**src/rtl/tag_stream_packer_wide_if.sv**
```systemverilog
// Bus bundle for the wide tag-stream packer: narrow single-tag input stream
// on the s_axis_* side, WORD_WIDTH-lane packed output word on the m_axis_* side.
// The master modport is the packer's view; the slave modport is the view of
// the surrounding tag source / wide consumer pair.
interface tag_stream_packer_wide_if #(
  parameter int WORD_WIDTH = 4
);
  logic        s_axis_tvalid;
  logic        s_axis_tready;
  logic [63:0] s_axis_tagtime;
  logic [4:0]  s_axis_channel;
  logic        s_axis_rising_edge;

  logic                  m_axis_tvalid;
  logic                  m_axis_tready;
  logic [63:0]           m_axis_tagtime     [WORD_WIDTH-1:0];
  logic [4:0]            m_axis_channel     [WORD_WIDTH-1:0];
  logic                  m_axis_rising_edge [WORD_WIDTH-1:0];
  logic [WORD_WIDTH-1:0] m_axis_tkeep;

  modport master (
    input  s_axis_tvalid, s_axis_tagtime, s_axis_channel, s_axis_rising_edge,
    output s_axis_tready,
    output m_axis_tvalid, m_axis_tagtime, m_axis_channel, m_axis_rising_edge, m_axis_tkeep,
    input  m_axis_tready
  );

  modport slave (
    output s_axis_tvalid, s_axis_tagtime, s_axis_channel, s_axis_rising_edge,
    input  s_axis_tready,
    input  m_axis_tvalid, m_axis_tagtime, m_axis_channel, m_axis_rising_edge, m_axis_tkeep,
    output m_axis_tready
  );
endinterface

```
**src/rtl/tag_stream_packer_wide.sv**
```systemverilog
// Packs a stream of single tags into WORD_WIDTH-lane words with a contiguous
// tkeep mask. Partial words are flushed after FLUSH_CYCLES idle clocks
// (0 disables flushing). Optional word/tag statistics counters are built only
// when the macro TAG_PACKER_STATS_EN is defined; otherwise they read 0.
// The interface instance must be parameterised with the same WORD_WIDTH.
module tag_stream_packer_wide #(
  parameter int WORD_WIDTH   = 4,
  parameter int FLUSH_CYCLES = 1024
) (
  input  logic                     clk,
  input  logic                     rst,
  tag_stream_packer_wide_if.master bus,
  output logic [31:0]              stat_words,
  output logic [31:0]              stat_tags
);
  localparam int FILL_W  = $clog2(WORD_WIDTH + 1);
  localparam int TIMER_W = (FLUSH_CYCLES > 0) ? $clog2(FLUSH_CYCLES + 1) : 1;
  localparam logic [FILL_W-1:0]  FULL_FILL = FILL_W'(WORD_WIDTH);
  localparam logic [TIMER_W-1:0] TIMER_MAX = TIMER_W'(FLUSH_CYCLES);

  logic [FILL_W-1:0]  fill;
  logic [TIMER_W-1:0] timer;
  logic [63:0]        acc_time  [WORD_WIDTH-1:0];
  logic [4:0]         acc_chan  [WORD_WIDTH-1:0];
  logic               acc_edge  [WORD_WIDTH-1:0];

  logic                  out_valid;
  logic [WORD_WIDTH-1:0] out_keep;
  logic [63:0]           out_time [WORD_WIDTH-1:0];
  logic [4:0]            out_chan [WORD_WIDTH-1:0];
  logic                  out_edge [WORD_WIDTH-1:0];

  logic out_free, full, in_ready, accept, flush, transfer;

  // Handshake decisions: when a tag is taken and when the accumulator moves out
  always_comb begin
    out_free = !out_valid || bus.m_axis_tready;
    full     = (fill == FULL_FILL);
    in_ready = !full || out_free;
    accept   = bus.s_axis_tvalid && in_ready;
    flush    = (FLUSH_CYCLES != 0) && (fill != '0) && !full && (timer == TIMER_MAX);
    transfer = out_free && (full || flush);
  end

  assign bus.s_axis_tready = in_ready;
  assign bus.m_axis_tvalid = out_valid;
  assign bus.m_axis_tkeep  = out_keep;

  for (genvar g = 0; g < WORD_WIDTH; g++) begin : g_lane_out
    assign bus.m_axis_tagtime[g]     = out_time[g];
    assign bus.m_axis_channel[g]     = out_chan[g];
    assign bus.m_axis_rising_edge[g] = out_edge[g];
  end

  // Output word register: load on transfer with unused lanes zeroed, hold until handshake
  always_ff @(posedge clk or posedge rst) begin
    if (rst) begin
      out_valid <= 1'b0;
      out_keep  <= '0;
      for (int i = 0; i < WORD_WIDTH; i++) begin
        out_time[i] <= '0;
        out_chan[i] <= '0;
        out_edge[i] <= 1'b0;
      end
    end else if (transfer) begin
      out_valid <= 1'b1;
      for (int i = 0; i < WORD_WIDTH; i++) begin
        if (i < int'(fill)) begin
          out_keep[i] <= 1'b1;
          out_time[i] <= acc_time[i];
          out_chan[i] <= acc_chan[i];
          out_edge[i] <= acc_edge[i];
        end else begin
          out_keep[i] <= 1'b0;
          out_time[i] <= '0;
          out_chan[i] <= '0;
          out_edge[i] <= 1'b0;
        end
      end
    end else if (out_valid && bus.m_axis_tready) begin
      out_valid <= 1'b0;
    end
  end

  // Accumulator: write accepted tag to the next free lane, or lane 0 when the word leaves
  always_ff @(posedge clk or posedge rst) begin
    if (rst) begin
      fill <= '0;
      for (int i = 0; i < WORD_WIDTH; i++) begin
        acc_time[i] <= '0;
        acc_chan[i] <= '0;
        acc_edge[i] <= 1'b0;
      end
    end else begin
      if (transfer) begin
        fill <= accept ? FILL_W'(1) : '0;
      end else if (accept) begin
        fill <= fill + FILL_W'(1);
      end
      if (accept) begin
        for (int i = 0; i < WORD_WIDTH; i++) begin
          if (transfer ? (i == 0) : (i == int'(fill))) begin
            acc_time[i] <= bus.s_axis_tagtime;
            acc_chan[i] <= bus.s_axis_channel;
            acc_edge[i] <= bus.s_axis_rising_edge;
          end
        end
      end
    end
  end

  // Idle timer: restarts on any accepted tag or empty accumulator, saturates at FLUSH_CYCLES
  always_ff @(posedge clk or posedge rst) begin
    if (rst) begin
      timer <= '0;
    end else if (accept || transfer || (fill == '0)) begin
      timer <= '0;
    end else if (!full && (timer != TIMER_MAX)) begin
      timer <= timer + TIMER_W'(1);
    end
  end

`ifdef TAG_PACKER_STATS_EN
  logic [31:0]       words_q, tags_q;
  logic [FILL_W-1:0] keep_count;
  logic [32:0]       tag_sum;

  // Number of valid lanes in the word currently on the output
  always_comb begin
    keep_count = '0;
    for (int i = 0; i < WORD_WIDTH; i++) begin
      keep_count = keep_count + FILL_W'(out_keep[i]);
    end
    tag_sum = {1'b0, tags_q} + 33'(keep_count);
  end

  // Saturating word and tag counters, advanced on each output handshake
  always_ff @(posedge clk or posedge rst) begin
    if (rst) begin
      words_q <= '0;
      tags_q  <= '0;
    end else if (out_valid && bus.m_axis_tready) begin
      if (words_q != 32'hFFFF_FFFF) begin
        words_q <= words_q + 32'd1;
      end
      tags_q <= tag_sum[32] ? 32'hFFFF_FFFF : tag_sum[31:0];
    end
  end

  assign stat_words = words_q;
  assign stat_tags  = tags_q;
`else
  assign stat_words = '0;
  assign stat_tags  = '0;
`endif
endmodule

```
**src/flat_wrapper.sv**
```systemverilog
// flat-port wrapper written by rule: the top's interface ports become plain ports
module tag_stream_packer_wide_flat 
#(
  parameter int WORD_WIDTH   = 4,
  parameter int FLUSH_CYCLES = 1024
)
  (clk, rst, stat_words, stat_tags, bus_s_axis_tvalid, bus_s_axis_tagtime, bus_s_axis_channel, bus_s_axis_rising_edge, bus_s_axis_tready, bus_m_axis_tvalid, bus_m_axis_tagtime, bus_m_axis_channel, bus_m_axis_rising_edge, bus_m_axis_tkeep, bus_m_axis_tready);
  tag_stream_packer_wide_if #(.WORD_WIDTH(WORD_WIDTH)) bus_i ();
  input  logic clk;
  input  logic rst;
  output logic [31:0] stat_words;
  output logic [31:0] stat_tags;
  input wire logic [$bits(bus_i.s_axis_tvalid)-1:0] bus_s_axis_tvalid;
  input wire logic [$bits(bus_i.s_axis_tagtime)-1:0] bus_s_axis_tagtime;
  input wire logic [$bits(bus_i.s_axis_channel)-1:0] bus_s_axis_channel;
  input wire logic [$bits(bus_i.s_axis_rising_edge)-1:0] bus_s_axis_rising_edge;
  output wire logic [$bits(bus_i.s_axis_tready)-1:0] bus_s_axis_tready;
  output wire logic [$bits(bus_i.m_axis_tvalid)-1:0] bus_m_axis_tvalid;
  output wire logic [$bits(bus_i.m_axis_tagtime)-1:0] bus_m_axis_tagtime;
  output wire logic [$bits(bus_i.m_axis_channel)-1:0] bus_m_axis_channel;
  output wire logic [$bits(bus_i.m_axis_rising_edge)-1:0] bus_m_axis_rising_edge;
  output wire logic [$bits(bus_i.m_axis_tkeep)-1:0] bus_m_axis_tkeep;
  input wire logic [$bits(bus_i.m_axis_tready)-1:0] bus_m_axis_tready;
  assign bus_i.s_axis_tvalid = bus_s_axis_tvalid;
  assign bus_i.s_axis_tagtime = bus_s_axis_tagtime;
  assign bus_i.s_axis_channel = bus_s_axis_channel;
  assign bus_i.s_axis_rising_edge = bus_s_axis_rising_edge;
  assign bus_s_axis_tready = bus_i.s_axis_tready;
  assign bus_m_axis_tvalid = bus_i.m_axis_tvalid;
  assign bus_m_axis_tagtime = {>>{bus_i.m_axis_tagtime}};
  assign bus_m_axis_channel = {>>{bus_i.m_axis_channel}};
  assign bus_m_axis_rising_edge = {>>{bus_i.m_axis_rising_edge}};
  assign bus_m_axis_tkeep = bus_i.m_axis_tkeep;
  assign bus_i.m_axis_tready = bus_m_axis_tready;
  tag_stream_packer_wide #(.WORD_WIDTH(WORD_WIDTH), .FLUSH_CYCLES(FLUSH_CYCLES)) u_core (.clk(clk), .rst(rst), .bus(bus_i), .stat_words(stat_words), .stat_tags(stat_tags));
endmodule
```
**config.mk**
```make
export PLATFORM = sky130hd
export DESIGN_NAME = tag_stream_packer_wide_flat
export DESIGN_NICKNAME = d
export VERILOG_FILES = /design/src/rtl/tag_stream_packer_wide_if.sv /design/src/rtl/tag_stream_packer_wide.sv /design/src/flat_wrapper.sv
export SDC_FILE = /design/constraint.sdc
export NUM_CORES = 1
export LEC_CHECK = 0
export CAP_MARGIN = 40
export CORE_MARGIN = 4
export CORE_UTILIZATION = 50
export DETAILED_ROUTE_END_ITERATION = 16
export PLACE_DENSITY = 0.81
export RECOVER_POWER = 100
export SLEW_MARGIN = 10
export SYNTH_ARGS = -nofsm -noshare
export SYNTH_HDL_FRONTEND = slang
export SYNTH_SLANG_ARGS = --single-unit
```
**constraint.sdc**
```tcl
create_clock -name clk -period 25.4 [get_ports clk]
set_clock_uncertainty 0.05 [all_clocks]
set_input_delay 5.08 -clock clk [delete_from_list [all_inputs] [get_ports clk]]
set_output_delay 5.08 -clock clk [all_outputs]
set_load 0.03 [all_outputs]
```
==> results.tsv, run 1 <==
stage	metric	value	unit
worst_hold_path	holdPathStages	1	
routing	wl_per_cell	22.25	um
setup_path	critPathArrivalTime	17070	ps
cts	insertion_delay	610	ps
cts	clkSinkCount	579	
pwr	intPower	2.399	mW
pwr	sequentialPowerShare	0.390	
global_route	grt_pass1_wl	102.3	mm
logic_synthesis	synth-xor-area-share	0.001455	
sta	drv_slew	963	
worst_hold_path	min_to	u_core.acc_time[103]	
die	initial_core_util	0.5053	
routing	routed_wl	66.09	mm
routing	drtIter0Drc	1594	
logic_synthesis	yosysSeqAreaShare	0.6018	
cts	root_buffer	clkbuf_16	
place	dp.cells	2860	
global_route	grtUsageTotal	0.2496	
global_route	grt_pass1_vias	17820	
logic_synthesis	synth_seq_cells	579	
sta	rsz0062_at_grt	false	
worst_hold_path	holdCritStartpoint	u_core.acc_time[103]	
setup_path	crit_chain	dlygate4sd3_1 -> nor2b_4 -> clkbuf_1 -> or2_0 -> clkbuf_1 -> o21ai_0	
worst_hold_path	hp-class	reg2reg	
pwr	switchingPower	1.584	mW
setup_path	cpMostUsedCell	clkbuf_1	
pwr	p_comb_frac	0.387	
logic_synthesis	syn_inst	2028	
place	place_ws	13470	ps
pwr	finalPower	3.982	mW
outcome	violations	max-capacitance violations, max-slew violations	
cts	cts-htree-levels	2	
place	port_buffers	359	
setup_path	cp_slowest_stage_delay	5730	ps
pwr	switching_share	0.3977	
logic_synthesis	synth_compound_area_frac	0.1409	
pwr	ir_worst_vdd	131.0	uV
sta	setup_viol	0	
pwr	p_leak	13.12	nW
die	ios	424	
routing	drc	0	
setup_path	cp-end-kind	flip-flop	
die	die_area	51720	sq um
setup_path	cp_top_family	buffers and inverters	
die	rows	80	
logic_synthesis	synth_mux_area_frac	0.1542	
cts	cts-buffers-inserted	57	
cells_and_area	drive_above_1_share	0.1126	
cts	post-cts-setup-buffer-count	0	
cts	clkSlewWorstSetupHoldPaths	60	ps
place	gp_congestion	0.7934	
setup_path	critical_path_buf_inv_count	3	
cts	cts_tree	built	
outcome	status	finished, violations left	
logic_synthesis	synthAdderAreaFrac	0.003638	
logic_synthesis	synth.most_common_cell	o21ai_0	
cts	holdBufCountCts	0	
logic_synthesis	synth_edf_count	0	
setup_path	path_max_fanout	204	
place	dp_hpwl	39.80	mm
sta	setup_tns	0	ps
routing	first_pass_iters	7	
cells_and_area	areaGrowthSynthToFinish	21.01	%
setup_path	crit_path_start_kind	input port	
sta	fmax	0.05928	GHz
routing	num_vias	17220	
routing	ant_nets	0	
sta	fin_crit	16870	ps
logic_synthesis	async_flop_share	1.000	
setup_path	r2r-end	u_core.bus.m_axis_tagtime[99]	
logic_synthesis	synth-main-ff-cell	dfrtp_1	
global_route	grt_max_degree	286	
cells_and_area	final_util	0.6115	
cells_and_area	instances_no_fill	2970	
sta	slew-limit-headroom	-4.553	
cts	clockBufferDepth	3	
sta	setup_ws	8531	ps
logic_synthesis	yosys_warnings	0	
setup_path	rrSetupSlack	13180	ps
routing	via_per_inst	5.799	
sta	period_share	0.6641	
logic_synthesis	syn_area	24070	sq um
logic_synthesis	synth_largest_area_cell	dfrtp_1	
logic_synthesis	synthTopCellsByCount	o21ai_0 (642), dfrtp_1 (579), nand2_1 (218)	
setup_path	crit_start	bus_m_axis_tready	
sta	hold_violations	0	
die	core_region_area	47650	sq um
die	die_h	227.4	um
cells_and_area	final_nets	2386	
logic_synthesis	synth.top_cells.by_area	dfrtp_1 (60%), o21ai_0 (13%), mux2_4 (8.7%), mux2_2 (6.6%), nand2_1 (3.4%)	
setup_path	cp_data_required_time	25600	ps
setup_path	rr_worst_depth	5	
flow_run	maxCapViolCount	16	
pwr	clkPwrFrac	0.223	
logic_synthesis	synth_top_family_by_area	multiplexers	
setup_path	rr_startpoint	u_core.bus.m_axis_tvalid	
setup_path	cp_slowest_cell	clkbuf_1	
global_route	antenna_found_initial	2	
pwr	power_density	136.7	nW/um^2
logic_synthesis	synthDominantCellAreaShare	0.6018	
cts	post_cts_resized	0	
logic_synthesis	synthDistinctLibCells	43	
sta	tightest_slew	8329	ps
setup_path	crit_type	in2reg	
logic_synthesis	synth-simple-area-share	0.04251	
logic_synthesis	synth_area_per_cell	11.87	sq um
die	chipWidth	227.4	um
global_route	grt_overflow	0	
[power by group through the flow]
| stage | clock network (mW) | logic (mW) | registers, mW |
|---|---|---|---|
| final | 0.887 | 1.54 | 1.55 |
| after global routing | 0.940 | 1.67 | 1.59 |
| after CTS | 0.899 | 1.72 | 1.56 |
| after detailed placement | 0 | 1.70 | 1.57 |
| after global placement | 0 | 1.61 | 1.56 |
| after floorplan | 0 | 0.810 | 1.79 |
[cell usage in the layout, fill, tap and decap left out, types with 4 or more instances in the layout]
cell type	count
clkbuf_16	59
nor2_1	6
inv_1	7
buf_4	6
nor3b_1	4
clkinv_2	12
clkbuf_8	16
conb_1	64
o21ai_0	642
a22o_1	4
nand3_1	4
dlygate4sd3_1	289
clkdlybuf4s50_1	70
clkbuf_1	27
nand2_1	217
mux2_4	5
buf_16	4
ha_1	7
mux2_2	142
dfrtp_1	577
mux2_1	136
bufinv_16	5
[cell families after synthesis]
| family | after synthesis |
|---|---|
| adders and majority gates | 7 |
| DFF | 579 |
| buffers and inverters | 240 |
| xor gates and xnor gates | 4 |
| muxes | 283 |
| and+or+nand+nor | 251 |
| AOI/OAI and AO/OA | 663 |
| other | 1 |
[layout make-up]
class	instances	area (sq um)
antenna	1	2.502
clock buffer	86	1738
clock inverter	22	251.5
fill	3735	18510
inverter	8	31.28
multi-input combinational	1272	7998
sequential	579	14490
tap	615	769.5
timing repair buffer	387	3849
[flip-flops by register name (all words and copies together), names as in the netlist]
signal and cells:
u_core.bus.m_axis_tagtime 256, u_core.bus.m_axis_tkeep 4, u_core.acc_chan 20, u_core.bus.m_axis_tvalid 1
u_core.fill 3, u_core.acc_edge 4, u_core.acc_time 256, u_core.timer 11
u_core.bus.m_axis_channel 20, u_core.bus.m_axis_rising_edge 4
[how the worst max path moves through the flow]
stage | end | slack (ps) | depth (start not counted)
floorplan | u_core.acc_chan[0] | 4070 | 1
global placement | bus_s_axis_tready | 13470 | 5
detailed placement | bus_s_axis_tready | 13470 | 5
CTS | bus_s_axis_tready | 13450 | 5
global route | u_core.bus.m_axis_tagtime[99] | 7500 | 6
finish | u_core.bus.m_axis_tagtime[99] | 8530 | 6
[stage by stage]
step / hold slack, ps / area, sq um
3_5_place_dp: 438.9 / 27840
5_1_grt: 453.5 / 29130
6_report: 437.9 / 29130
2_1_floorplan: 414.1 / 24310
4_1_cts: 453.8 / 29830
3_3_place_gp: 429.1 / 27630
[routing by layer]
metal	track usage	wire length, um
met3	0.04913	4264
met2	0.4050	32500
met4	0.1085	2711
met5	0	0
met1	0.3308	26610
(Power assumes the default switching activity.)
==> inputs of run 2 (changes only) <==
Clock period 25.4 ns to 16.2 ns, I/O delays scaled along.
==> run 2 against run 1 <==
Effect of this change:
- the run still ends with max-capacitance violations, max-slew violations left
- critical path depth is 2 higher
- sequential power increased by 57%
- flip-flop and latch count unchanged
- via count is 0.60% higher
- design area barely moved
- critical path type unchanged
- critical endpoint is now u_core.bus.m_axis_tagtime[222]
==> results.tsv, run 2 (synthesis gave the netlist of run 1 again) <==
stage	metric	value	unit	change
outcome	status	finished, violations left		
outcome	violations	max-capacitance violations, max-slew violations		
global_route	grt_pass1_vias	17980		+0.93%
cells_and_area	seqCellArea	14490	sq um	unchanged
sta	tightest_slew	3499	ps	-4830 ps
place	dp_hpwl	40.69	mm	+2.2%
routing	drtIter0Drc	1580		-0.88%
routing	routed_wl	66.50	mm	+0.62%
cells_and_area	mostFrequentLayoutCells	o21ai_0 (642), dfrtp_1 (577), dlygate4sd3_1 (289), nand2_1 (217)		
sta	drv_slew	758		-21%
cts	holdBufCountCts	0		unchanged
routing	via_per_inst	5.818		+0.33%
setup_path	critPathArrivalTime	11730	ps	-5340 ps
routing	num_vias	17330		+0.60%
die	rows	80		unchanged
flow_run	maxCapViolCount	16		unchanged
sta	setup_tns	0	ps	unchanged
worst_hold_path	hp-class	reg2reg		
cts	cts-buffers-inserted	56		-1.8%
die	die_area	51720	sq um	unchanged
global_route	grt_max_degree	287		+0.35%
routing	first_pass_iters	6		-1
pwr	p_leak	13.13	nW	+0.10%
cells_and_area	final_nets	2394		+0.34%
global_route	grt_overflow	0		unchanged
place	port_buffers	359		unchanged
place	place_ws	7896	ps	-5576 ps
pwr	power_density	212.7	nW/um^2	+56%
global_route	grtUsageTotal	0.2545		+0.004908
sta	slew-limit-headroom	-1.333		+3.220
place	placed_area	27930	sq um	+0.32%
setup_path	crit_path_start_kind	input port		
sta	setup_ws	4863	ps	-3668 ps
routing	drc	0		unchanged
cts	root_buffer	clkbuf_16		
setup_path	path_max_fanout	88		-57%
cells_and_area	multi_input_area	8025	sq um	+0.34%
setup_path	cp_data_required_time	16590	ps	-9010 ps
sta	setup_viol	0		unchanged
sta	rsz0062_at_grt	false		
die	initial_core_util	0.5053		unchanged
die	core_region_area	47650	sq um	unchanged
global_route	antenna_found_initial	3		+1
cts	clockBufferDepth	3		unchanged
cells_and_area	final_common_cell	o21ai_0		
die	chipWidth	227.4	um	unchanged
cells_and_area	drive_above_1_share	0.1136		+0.001033
setup_path	cp-end-kind	flip-flop		
routing	wl_per_cell	22.33	um	+0.35%
sta	fin_crit	11340	ps	
sta	period_share	0.6998		
cts	clkSlewWorstSetupHoldPaths	60	ps	about the same
cts	post_cts_resized	0		unchanged
cts	clkSinkCount	579		unchanged
sta	fmax	0.08821	GHz	
sta	hold_violations	0		unchanged
setup_path	crit_type	in2reg		
place	gp_congestion	0.8107		+2.2%
cts	cts-htree-levels	2		unchanged
die	ios	424		unchanged
routing	ant_nets	0		unchanged
cts	post-cts-setup-buffer-count	0		unchanged
cells_and_area	fin_area	29150	sq um	about the same
cts	insertion_delay	600	ps	about the same
pwr	ir_worst_vdd	168.9	uV	+29%
cells_and_area	n_fill_cell	3731		-0.11%
cells_and_area	areaGrowthSynthToFinish	21.09	%	about the same
global_route	grt_pass1_wl	104.3	mm	+1.9%
die	die_h	227.4	um	unchanged
cts	cts_tree	built		
==> run 2: path summary, 6_finish.rpt <==
path                       cells after the start  slack, ps                        endpoint                startpoint
setup / recovery                               8       4860  u_core.bus.m_axis_tagtime[222]         bus_m_axis_tready
hold / removal                                 1        440            u_core.acc_time[124]      u_core.acc_time[124]
hold reg to reg                                1        440            u_core.acc_time[124]      u_core.acc_time[124]
max in group asynchronous                      8       5510  u_core.bus.m_axis_tagtime[198]                       rst
min in group asynchronous                      2       3440   u_core.bus.m_axis_tagtime[52]                       rst
setup reg to reg                               7       7680  u_core.bus.m_axis_tagtime[222]  u_core.bus.m_axis_tvalid
==> run 2: final cells by class <==
cell class	instances	area share
tap	615	0.02640
multi-input combinational	1272	0.2753
antenna	4	0.0003434
clock buffer	82	0.05730
sequential	579	0.4972
timing repair buffer	396	0.1347
clock inverter	22	0.007683
inverter	8	0.001073
==> run 2: stage by stage <==
step / instances / hold WS [ps] / util / power, mW
after floorplan: 2091 / 414.1 / - / 4.083
after global routing: 2977 / 458.6 / 0.6118 / 6.542
after CTS: 2973 / 454.1 / 0.6260 / 6.492
after global placement: 2857 / 426.0 / 0.5801 / 4.973
after detailed placement: 2869 / 432.9 / 0.5863 / 5.122
final: 2978 / 439.3 / 0.6118 / 6.200
==> run 2: worst max-delay path: stages <==
cell and delay (ps):
dlygate4sd3_1 580, nor2b_4 110, clkbuf_1 1530, clkbuf_1 2510
or2_0 2410, buf_16 280, buf_4 680, o21ai_0 230
==> run 2: where the power goes <==
part           total, mW  leakage [nW]  internal, mW  switching (mW)
logic               2.42          4.91         0.874            1.54
clock network       1.34         0.952         0.778           0.564
registers           2.44          7.26          2.07           0.377
total               6.20          13.1          3.72            2.48
==> run 2: per-layer routing <==
metal | GRT usage | up-vias | share of wire
met5 | 0 | - | 0
met4 | 0.1040 | 0 | 0.040
met3 | 0.04732 | 161 | 0.066
met2 | 0.4113 | 763 | 0.49
met1 | 0.3437 | 8909 | 0.40
li1 | - | 7493 | -
==> inputs of run 3 (changes only) <==
Clock period 16.2 ns to 11 ns, I/O delays scaled along.
==> run 3 against run 2 <==
Effect of this change:
- the run still ends with max-capacitance violations, max-slew violations left
- sequential power up 47%
- sequential share of layout area down 0.16 points
- first-iteration DRC count down 2.5%
- largest power group unchanged
- design area up 0.31%
- count of clock-buffer cells in the layout up 1
- worst hold slack worse by 1.2 ps
- largest cell class unchanged
==> results.tsv, run 3 (synthesis gave the netlist of run 1 again) <==
stage	metric	value	unit	change
pwr	power_density	316.4	nW/um^2	+49%
die	ios	424		unchanged
cells_and_area	final_common_cell	o21ai_0		
place	placed_area	27810	sq um	-0.43%
setup_path	rr_startpoint	u_core.timer[4]		
setup_path	crit_type	in2reg		
sta	hold_violations	0		unchanged
setup_path	crit_start	bus_m_axis_tready		
cts	holdBufCountCts	0		unchanged
die	die_h	227.4	um	unchanged
pwr	sequentialPowerShare	0.387		-0.007
routing	drtIter0Drc	1541		-2.5%
pwr	intPower	5.603	mW	+51%
cts	clkSinkCount	579		unchanged
cts	root_buffer	clkbuf_16		
setup_path	cp-end-kind	flip-flop		
sta	drv_slew	456		-40%
pwr	clkPwrFrac	0.227		+0.010
cells_and_area	areaGrowthSynthToFinish	21.46	%	
sta	fin_crit	7803	ps	
global_route	antenna_found_initial	0		-3
worst_hold_path	hp-class	reg2reg		
place	gp_congestion	0.8041		-0.81%
setup_path	crit_chain	dlygate4sd3_1 -> nor2b_1 -> buf_12 -> or2_0 -> clkbuf_1 -> buf_16 -> o21ai_0		
sta	period_share	0.7094		
outcome	violations	max-capacitance violations, max-slew violations		
sta	slew-limit-headroom	-1.362		-0.02913
global_route	grtUsageTotal	0.2503		-0.004155
global_route	grt_overflow	0		unchanged
pwr	switchingPower	3.649	mW	+47%
routing	drc	0		unchanged
die	die_area	51720	sq um	unchanged
setup_path	crit_path_start_kind	input port		
routing	via_per_inst	5.819		about the same
cts	clkSlewWorstSetupHoldPaths	60	ps	about the same
die	chipWidth	227.4	um	unchanged
cells_and_area	instances_no_fill	2967		-0.37%
cells_and_area	n_fill_cell	3722		-0.24%
pwr	ir_worst_vdd	350.7	uV	+110%
pwr	p_comb_frac	0.386		-0.004
setup_path	path_max_fanout	289		+230%
die	rows	80		unchanged
sta	fmax	0.1282	GHz	
worst_hold_path	holdCritStartpoint	u_core.acc_time[99]		
sta	rsz0062_at_grt	false		
setup_path	critPathArrivalTime	8220	ps	-3510 ps
cells_and_area	final_nets	2387		-0.29%
cts	clockBufferDepth	3		unchanged
setup_path	cp_slowest_cell	or2_0		
place	dp_hpwl	39.41	mm	-3.1%
outcome	status	finished, violations left		
cts	cts-buffers-inserted	58		+3.6%
setup_path	cp_data_required_time	11420	ps	-5170 ps
routing	ant_nets	0		unchanged
sta	tightest_slew	3543	ps	+43.69 ps
cts	post-cts-setup-buffer-count	0		unchanged
routing	num_vias	17270		-0.35%
cells_and_area	mostFrequentLayoutCells	o21ai_0 (642), dfrtp_1 (577), dlygate4sd3_1 (289), nand2_1 (217), mux2_2 (140)		
routing	routed_wl	65.92	mm	-0.87%
place	place_ws	4788	ps	-3108 ps
global_route	grt_pass1_vias	17860		-0.69%
sta	setup_tns	0	ps	unchanged
global_route	grt_pass1_wl	102.9	mm	-1.3%
cts	post_cts_resized	0		unchanged
pwr	switching_share	0.3944		-0.005963
sta	setup_viol	0		unchanged
setup_path	cp_slowest_stage_delay	2600	ps	+90 ps
cells_and_area	drive_above_1_share	0.1136		about the same
global_route	grt_max_degree	290		+1.0%
sta	setup_ws	3197	ps	-1666 ps
cells_and_area	fin_area	29240	sq um	+0.31%
cts	insertion_delay	610	ps	about the same
place	dp.cells	2861		-0.28%
cts	cts_tree	built		
setup_path	rrSetupSlack	4750	ps	-2930 ps
cts	cts-htree-levels	2		unchanged
routing	wl_per_cell	22.22	um	-0.50%
place	port_buffers	359		unchanged
routing	first_pass_iters	5		-1
die	initial_core_util	0.5053		unchanged
flow_run	maxCapViolCount	11		-5
die	core_region_area	47650	sq um	unchanged
pwr	p_leak	13.17	nW	+0.35%
==> run 3: changes by cell type in the layout (fill, tap and decap cells not counted), sizes merged <==
cell    delta
bufinv     +4
clkbuf     -8
clkinv     -6
diode      -3
inv        +2
==> run 3: final cells by class <==
cell class	instances	area, sq um	share of cell area
tap	615	769.5	0.02631
antenna	1	2.502	0.00008558
inverter	8	31.28	0.001070
timing repair buffer	387	3913	0.1338
sequential	579	14490	0.4957
clock buffer	83	1707	0.05836
clock inverter	22	325.3	0.01112
multi-input combinational	1272	8000	0.2736
==> run 3: stage by stage <==
step | power (mW) | hold WS [ps] | util
floorplan | 6.013 | 414.1 | -
global placement | 7.324 | 425.4 | 0.5802
detailed placement | 7.547 | 439.2 | 0.5837
CTS | 9.687 | 454.6 | 0.6264
global route | 9.752 | 447.2 | 0.6137
finish | 9.252 | 438.1 | 0.6137
==> run 3: path summary, 6_finish.rpt <==
path,cells past startpoint,endpoint
min in group asynchronous,2,u_core.acc_time[245]
setup reg to reg,6,u_core.acc_time[52]
max in group asynchronous,5,u_core.acc_time[142]
setup / recovery,7,u_core.bus.m_axis_tagtime[125]
hold / removal,1,u_core.acc_time[99]
hold reg to reg,1,u_core.acc_time[99]
==> run 3: worst max-delay path: cells and delay by family <==
| kind | cells | cell delay [ps] |
|---|---|---|
| AOI/OAI and AO/OA | 1 | 190 |
| buffers and inverters | 4 | 2660 |
| and+or+nand+nor | 2 | 2820 |
==> run 3: power groups by stage <==
stage | clock, mW | combinational (mW) | sequential [mW]
after floorplan | 0 | 1.87 | 4.14
after global placement | 0 | 3.75 | 3.57
after detailed placement | 0 | 3.93 | 3.61
after CTS | 2.12 | 3.96 | 3.60
after global routing | 2.22 | 3.87 | 3.66
final | 2.10 | 3.57 | 3.58
==> run 3: layer usage <==
| layer | GRT usage | vias to the layer above | routed length [um] |
|---|---|---|---|
| li1 | - | 7484 | - |
| met1 | 0.3363 | 8900 | 27070 |
| met2 | 0.4071 | 733 | 32230 |
| met3 | 0.04797 | 148 | 4154 |
| met4 | 0.09936 | 0 | 2466 |
| met5 | 0 | - | 0 |
